**src/rtl/dom_sbox_scheduler_if.sv**
```systemverilog
// Handshake and S-box bus bundle for dom_sbox_scheduler.
// The slave modport is the scheduler's view; master is the surrounding system.
interface dom_sbox_scheduler_if #(
  parameter int SHARES     = 2,
  parameter int RAND_WIDTH = 18
);
  logic                  InValidxSI;
  logic                  InReadyxSO;
  logic [8*SHARES-1:0]   InDataxDI;
  logic                  RandValidxSI;
  logic                  RandReadyxSO;
  logic [RAND_WIDTH-1:0] RandxDI;
  logic                  SboxEnxSO;
  logic [8*SHARES-1:0]   SboxInxDO;
  logic [RAND_WIDTH-1:0] SboxRandxDO;
  logic [8*SHARES-1:0]   SboxOutxDI;
  logic                  OutValidxSO;
  logic                  OutReadyxSI;
  logic [8*SHARES-1:0]   OutDataxDO;
  logic                  BusyxSO;

  modport slave (
    input  InValidxSI, InDataxDI, RandValidxSI, RandxDI, SboxOutxDI, OutReadyxSI,
    output InReadyxSO, RandReadyxSO, SboxEnxSO, SboxInxDO, SboxRandxDO,
           OutValidxSO, OutDataxDO, BusyxSO
  );

  modport master (
    output InValidxSI, InDataxDI, RandValidxSI, RandxDI, SboxOutxDI, OutReadyxSI,
    input  InReadyxSO, RandReadyxSO, SboxEnxSO, SboxInxDO, SboxRandxDO,
           OutValidxSO, OutDataxDO, BusyxSO
  );
endinterface

```
**src/rtl/dom_sbox_scheduler.sv**
```systemverilog
// Credit-based issue scheduler for a free-running pipelined DOM-masked AES S-box.
// Optional macro DOM_SCHED_PERF_CNT_EN adds issue/stall performance counters.
module dom_sbox_scheduler #(
  parameter int SHARES     = 2,
  parameter int LATENCY    = 4,
  parameter int RAND_WIDTH = 18,
  parameter int OUT_DEPTH  = 8
) (
  input  logic                ClkxCI,
  input  logic                RstxRI,
  dom_sbox_scheduler_if.slave bus
`ifdef DOM_SCHED_PERF_CNT_EN
  ,
  output logic [15:0]         IssueCntxDO,
  output logic [15:0]         StallCntxDO
`endif
);
  localparam int DW     = 8 * SHARES;
  localparam int PTR_W  = $clog2(OUT_DEPTH);
  localparam int FCNT_W = $clog2(OUT_DEPTH + 1);
  localparam int CNT_W  = $clog2(OUT_DEPTH + LATENCY + 1);

  logic [LATENCY-1:0] vsr;
  logic [DW-1:0]      mem [OUT_DEPTH];
  logic [PTR_W-1:0]   wrPtr, rdPtr;
  logic [FCNT_W-1:0]  fifoCnt;
  logic [CNT_W-1:0]   inflightCnt;
  logic               creditOk, issue, push, pop;

  // NOTE: combinational blocks use blocking '=' with a default first so no latch is inferred.
  always_comb begin
    inflightCnt = '0;
    for (int i = 0; i < LATENCY; i++) inflightCnt = inflightCnt + CNT_W'(vsr[i]);
  end

  // Every in-flight byte already owns a FIFO slot, so a push can never overflow.
  assign creditOk = (inflightCnt + CNT_W'(fifoCnt)) < CNT_W'(OUT_DEPTH);
  assign issue    = bus.InValidxSI & bus.RandValidxSI & creditOk & ~RstxRI;

  assign bus.InReadyxSO   = issue;
  assign bus.RandReadyxSO = issue;
  assign bus.SboxEnxSO    = issue;
  // Idle cycles feed zeros so stale shares never meet in the masked datapath.
  assign bus.SboxInxDO    = issue ? bus.InDataxDI : {DW{1'b0}};
  assign bus.SboxRandxDO  = issue ? bus.RandxDI : {RAND_WIDTH{1'b0}};

  generate
    if (LATENCY == 1) begin : g_vsr1
      always_ff @(posedge ClkxCI) vsr <= RstxRI ? 1'b0 : issue;
    end else begin : g_vsrN
      always_ff @(posedge ClkxCI) begin
        if (RstxRI) vsr <= '0;
        else        vsr <= {vsr[LATENCY-2:0], issue};
      end
    end
  endgenerate

  assign push = vsr[LATENCY-1];
  assign pop  = (fifoCnt != '0) & bus.OutReadyxSI;

  always_ff @(posedge ClkxCI) begin
    if (RstxRI) begin
      wrPtr   <= '0;
      rdPtr   <= '0;
      fifoCnt <= '0;
    end else begin
      if (push) wrPtr <= wrPtr + PTR_W'(1);
      if (pop)  rdPtr <= rdPtr + PTR_W'(1);
      case ({push, pop})
        2'b10:   fifoCnt <= fifoCnt + FCNT_W'(1);
        2'b01:   fifoCnt <= fifoCnt - FCNT_W'(1);
        default: fifoCnt <= fifoCnt;
      endcase
    end
  end

  // NOTE: the storage array is deliberately not reset; fifoCnt alone marks which entries are live.
  always_ff @(posedge ClkxCI) begin
    if (push) mem[wrPtr] <= bus.SboxOutxDI;
  end

  always_ff @(posedge ClkxCI) begin
    if (!RstxRI) assert (!(push && !pop && fifoCnt == FCNT_W'(OUT_DEPTH)));
  end

  assign bus.OutValidxSO = fifoCnt != '0;
  assign bus.OutDataxDO  = mem[rdPtr];
  assign bus.BusyxSO     = (|vsr) | (fifoCnt != '0);

`ifdef DOM_SCHED_PERF_CNT_EN
  always_ff @(posedge ClkxCI) begin
    if (RstxRI) begin
      IssueCntxDO <= '0;
      StallCntxDO <= '0;
    end else begin
      if (issue)                    IssueCntxDO <= IssueCntxDO + 16'd1;
      if (bus.InValidxSI && !issue) StallCntxDO <= StallCntxDO + 16'd1;
    end
  end
`endif
endmodule
```
**src/flat_wrapper.sv**
```systemverilog
// flat-port wrapper written by rule: the top's interface ports become plain ports
module dom_sbox_scheduler_flat 
#(
  parameter int SHARES     = 2,
  parameter int LATENCY    = 4,
  parameter int RAND_WIDTH = 18,
  parameter int OUT_DEPTH  = 8
)
  (ClkxCI, RstxRI, bus_InValidxSI, bus_InDataxDI, bus_RandValidxSI, bus_RandxDI, bus_SboxOutxDI, bus_OutReadyxSI, bus_InReadyxSO, bus_RandReadyxSO, bus_SboxEnxSO, bus_SboxInxDO, bus_SboxRandxDO, bus_OutValidxSO, bus_OutDataxDO, bus_BusyxSO);
  dom_sbox_scheduler_if #(.SHARES(SHARES), .RAND_WIDTH(RAND_WIDTH)) bus_i ();
  input  logic ClkxCI;
  input  logic RstxRI;
  input wire logic [$bits(bus_i.InValidxSI)-1:0] bus_InValidxSI;
  input wire logic [$bits(bus_i.InDataxDI)-1:0] bus_InDataxDI;
  input wire logic [$bits(bus_i.RandValidxSI)-1:0] bus_RandValidxSI;
  input wire logic [$bits(bus_i.RandxDI)-1:0] bus_RandxDI;
  input wire logic [$bits(bus_i.SboxOutxDI)-1:0] bus_SboxOutxDI;
  input wire logic [$bits(bus_i.OutReadyxSI)-1:0] bus_OutReadyxSI;
  output wire logic [$bits(bus_i.InReadyxSO)-1:0] bus_InReadyxSO;
  output wire logic [$bits(bus_i.RandReadyxSO)-1:0] bus_RandReadyxSO;
  output wire logic [$bits(bus_i.SboxEnxSO)-1:0] bus_SboxEnxSO;
  output wire logic [$bits(bus_i.SboxInxDO)-1:0] bus_SboxInxDO;
  output wire logic [$bits(bus_i.SboxRandxDO)-1:0] bus_SboxRandxDO;
  output wire logic [$bits(bus_i.OutValidxSO)-1:0] bus_OutValidxSO;
  output wire logic [$bits(bus_i.OutDataxDO)-1:0] bus_OutDataxDO;
  output wire logic [$bits(bus_i.BusyxSO)-1:0] bus_BusyxSO;
  assign bus_i.InValidxSI = bus_InValidxSI;
  assign bus_i.InDataxDI = bus_InDataxDI;
  assign bus_i.RandValidxSI = bus_RandValidxSI;
  assign bus_i.RandxDI = bus_RandxDI;
  assign bus_i.SboxOutxDI = bus_SboxOutxDI;
  assign bus_i.OutReadyxSI = bus_OutReadyxSI;
  assign bus_InReadyxSO = bus_i.InReadyxSO;
  assign bus_RandReadyxSO = bus_i.RandReadyxSO;
  assign bus_SboxEnxSO = bus_i.SboxEnxSO;
  assign bus_SboxInxDO = bus_i.SboxInxDO;
  assign bus_SboxRandxDO = bus_i.SboxRandxDO;
  assign bus_OutValidxSO = bus_i.OutValidxSO;
  assign bus_OutDataxDO = bus_i.OutDataxDO;
  assign bus_BusyxSO = bus_i.BusyxSO;
  dom_sbox_scheduler #(.SHARES(SHARES), .LATENCY(LATENCY), .RAND_WIDTH(RAND_WIDTH), .OUT_DEPTH(OUT_DEPTH)) u_core (.ClkxCI(ClkxCI), .RstxRI(RstxRI), .bus(bus_i));
endmodule
```
**config.mk**
```make
export PLATFORM = sky130hd
export DESIGN_NAME = dom_sbox_scheduler_flat
export DESIGN_NICKNAME = d
export VERILOG_FILES = /design/src/rtl/dom_sbox_scheduler_if.sv /design/src/rtl/dom_sbox_scheduler.sv /design/src/flat_wrapper.sv
export SDC_FILE = /design/constraint.sdc
export NUM_CORES = 1
export LEC_CHECK = 0
export ABC_AREA = 1
export BUFFER_PORTS_ARGS = -buffer_cell sky130_fd_sc_hd__buf_4
export CELL_PAD_IN_SITES_DETAIL_PLACEMENT = 1
export CELL_PAD_IN_SITES_GLOBAL_PLACEMENT = 1
export CORE_MARGIN = 2
export CORE_UTILIZATION = 30
export DETAILED_ROUTE_END_ITERATION = 16
export GPL_TIMING_DRIVEN = 0
export HOLD_SLACK_MARGIN = 0.06
export PLACE_DENSITY_LB_ADDON = 0.08
export SYNTH_ARGS = -nofsm -noshare
export SYNTH_HDL_FRONTEND = slang
export SYNTH_SLANG_ARGS = --single-unit
```
**constraint.sdc**
```tcl
create_clock -name ClkxCI -period 3.8 [get_ports ClkxCI]
set_input_delay 0.19 -clock ClkxCI [delete_from_list [all_inputs] [get_ports ClkxCI]]
set_output_delay 0.19 -clock ClkxCI [all_outputs]
set_load 0.1 [all_outputs]
```
==> qor.txt <==
Diodes inserted - 0
Max clock buf depth - 2
# Post-CTS Setup Buffers - 0
Num rows - 53
Layout area overhead - 32.8%
Power per cell area - 752 mW/mm²
Antenna violations before repair - 0
Worst setup path class - reg2out
Worst relative slew slack - 0.589
Setup TNS - 0 ps
H-Tree Depth - 4
Startpoint types - flop
Final setup fails - 0
Most common flop cell mapped by yosys - edfxtp_1
RSZ-0062 raised after global routing - false
Post-synthesis sequential area ratio - 0.660
Max frequency - 325 MHz
Clk pwr share - 0.259
Synthesized area per cell - 10.8 µm²
CTS tree - done
Core Area - 0.0209 mm²
Drt via density - 4.52
Switching Share - 0.447
Num CTS Buffers - 17
Fraction of layout cells with a size suffix above 1 - 0.289
Synthesized net count - 651
Die Y-Extent - 149 µm
Pre-CTS worst setup slack - 1140 ps
Maximum VDD drop - 0.485 mV
ANT nets after route - 0
Fin crit period - 3080 ps
Io pins - 110
# DRC - 0
Number of synthesized flops with an enable pin - 128
Hold Fails Final Rpt - 0
Sequential Power Share - 0.288
Least-Margin Pin Slew - 616 ps
Routed len/inst - 17.1 µm
DPL Wire Length - 12300 µm
Ranking of synthesized cells by instance count - edfxtp_1, nor2_1, nand2_1
Mapped Area - 0.00634 mm²
Min-delay worst type - in2reg
Final Worst Setup Slack - 724 ps
Drt total wl - 17500 µm
Max-cap viol count - 0
Seq cells post-synth - 145
R2R depth - 10
Cell variety after synth - 25
Vias in the first global route - 4965
Tcrit/Tclk final - 0.810
Placer congestion estimate - 0.725
Detailed Routing Iterations Pass 1 - 5
Largest net degree at the start of global routing - 17
Area leader, netlist - edfxtp_1
Die X - 149 µm
Critical path capture point type - primary output
Async SR Flop Fraction - 0
Post-layout net count - 803
Worst endpoint data arrival time - 2890 ps
Most numerous cell in the Yosys netlist - edfxtp_1
CP required - 3610 ps
Cells after Synth - 584
Filler cell count in the final layout - 2321
DR vias - 4626
Tot GR Track Use - 0.165
P_leak - 3.42 nW
Critical path peak fanout - 10
First-pass GRT wire length - 27200 µm
Die area - 0.0223 mm²
Cell internal pwr - 3.50 mW
Synth area leaders - edfxtp_1, nor2_1, dfxtp_1
Top cell type's share of synthesized area - 0.607
Final Max Tran Viols - 0
Switching Power - 2.83 mW
Initial DRC count - 308
Clock Root Buffer - clkbuf_16
Worst-skew pair later-pin latency - 420 ps
GR Overflow Total - 0
Reg clk slew, reported paths - 60 ps
Clock skew - 11.1 ps
Run status - finished clean
Initial Util - 0.303
Synth warn - 0
WHS - 79.9 ps
Clk sinks - 145
I/O Buffers - 108
Comb power frac - 0.452
Worst hold path stage count - 3
## per-stage QoR
stage / cell area (µm²) / util / cells / power [mW]
floorplan: 6340 / - / 584 / 3.99
global placement: 7490 / 0.359 / 967 / 4.69
detailed placement: 7670 / 0.367 / 975 / 4.74
CTS: 8410 / 0.403 / 1023 / 6.41
global route: 8410 / 0.403 / 1023 / 6.64
finish: 8410 / 0.403 / 1023 / 6.32
## logic make-up (layout without fill, tap and decap cells)
| group | count (synthesis) | count (layout) | synth area share |
|---|---|---|---|
| and+or+nand+nor | 225 | 225 | 0.151 |
| DFF | 145 | 145 | 0.660 |
| AOI/OAI and AO/OA | 111 | 111 | 0.0877 |
| buffers and inverters | 87 | 251 | 0.0697 |
| adders and majority gates | 12 | 12 | 0.0261 |
| xor gates and xnor gates | 4 | 4 | 0.00553 |
## registers in the layout, indices dropped and copies added (netlist names), named ones only
signal / flops
u_core.vsr: 4
u_core.wrPtr: 3
u_core.rdPtr: 3
u_core.mem: 128
u_core.fifoCnt: 4
## path summary, 6_finish.rpt
check                                      end  slack [ps]                startpoint
setup reg to reg      u_core.vsr[0]$_SDFF_PP0_        1680  u_core.vsr[0]$_SDFF_PP0_
hold / removal    u_core.rdPtr[2]$_SDFFE_PP0N_          80           bus_OutReadyxSI
setup / recovery              bus_RandReadyxSO         720  u_core.vsr[0]$_SDFF_PP0_
hold reg to reg       u_core.vsr[2]$_SDFF_PP0_         470  u_core.vsr[1]$_SDFF_PP0_
## layout by cell type, fill, tap and decap left out
master         instances
nand4_1                2
a21oi_1                9
clkinv_2               4
clkbuf_1               2
bufinv_16              3
nor2_1               112
nand2_1               66
ha_1                  10
buf_6                  7
buf_4                113
dfxtp_1               17
clkbuf_2               2
nand3_1                5
buf_8                  7
inv_4                  1
xor2_1                 2
o21ai_0               46
clkinv_1               2
o21ai_1               56
clkinvlp_4             1
edfxtp_1             128
buf_16                 3
nand3_2                2
clkinv_4               2
dlygate4sd3_1         17
clkbuf_16             17
xnor2_1                2
or2_2                  1
fa_1                   2
nand3_4                1
buf_2                 13
inv_2                  3
inv_1                 54
nor2_2                36
## critical path: stages, from the launching register on
cell and delay [ps]:
dfxtp_1 340, inv_1 60, ha_1 320, fa_1 370
ha_1 280, nand4_1 120, nand3_1 140, nand3_4 150
buf_6 180, inv_1 100, buf_4 110, buf_4 270
## power groups by stage
| stage | sequential [mW] | combinational [mW] | clock, mW |
|---|---|---|---|
| 2_1_floorplan | 1.84 | 2.15 | 0 |
| 4_1_cts | 1.82 | 2.90 | 1.68 |
| 6_report | 1.82 | 2.86 | 1.64 |
| 5_1_grt | 1.83 | 3.07 | 1.74 |
| 3_3_place_gp | 1.86 | 2.83 | 0 |
| 3_5_place_dp | 1.86 | 2.88 | 0 |
## cell type report
type	instances	area, µm²	area share
flip-flops and latches	145	4180	0.497
clock inverters	12	143	0.0170
multi-input cells	352	1730	0.206
repair buffers	133	1140	0.135
plain buffers	29	221	0.0263
inverters	58	220	0.0262
well taps	275	344	0.0409
clock buffers	19	433	0.0514
## routing by layer
metal,track usage,up-vias,wire length (µm)
li1,-,2250,-
met4,0.0414,0,131
met5,0,-,0
met2,0.303,126,9150
met3,0.0385,12,961
met1,0.193,2238,7280
## what timing repair did
action,4_1_cts,5_1_grt
hold buffers,17,0
gates resized for setup,0,0
hold endpoints to repair,134,0
No activity file was read; power rests on OpenSTA's default activity.
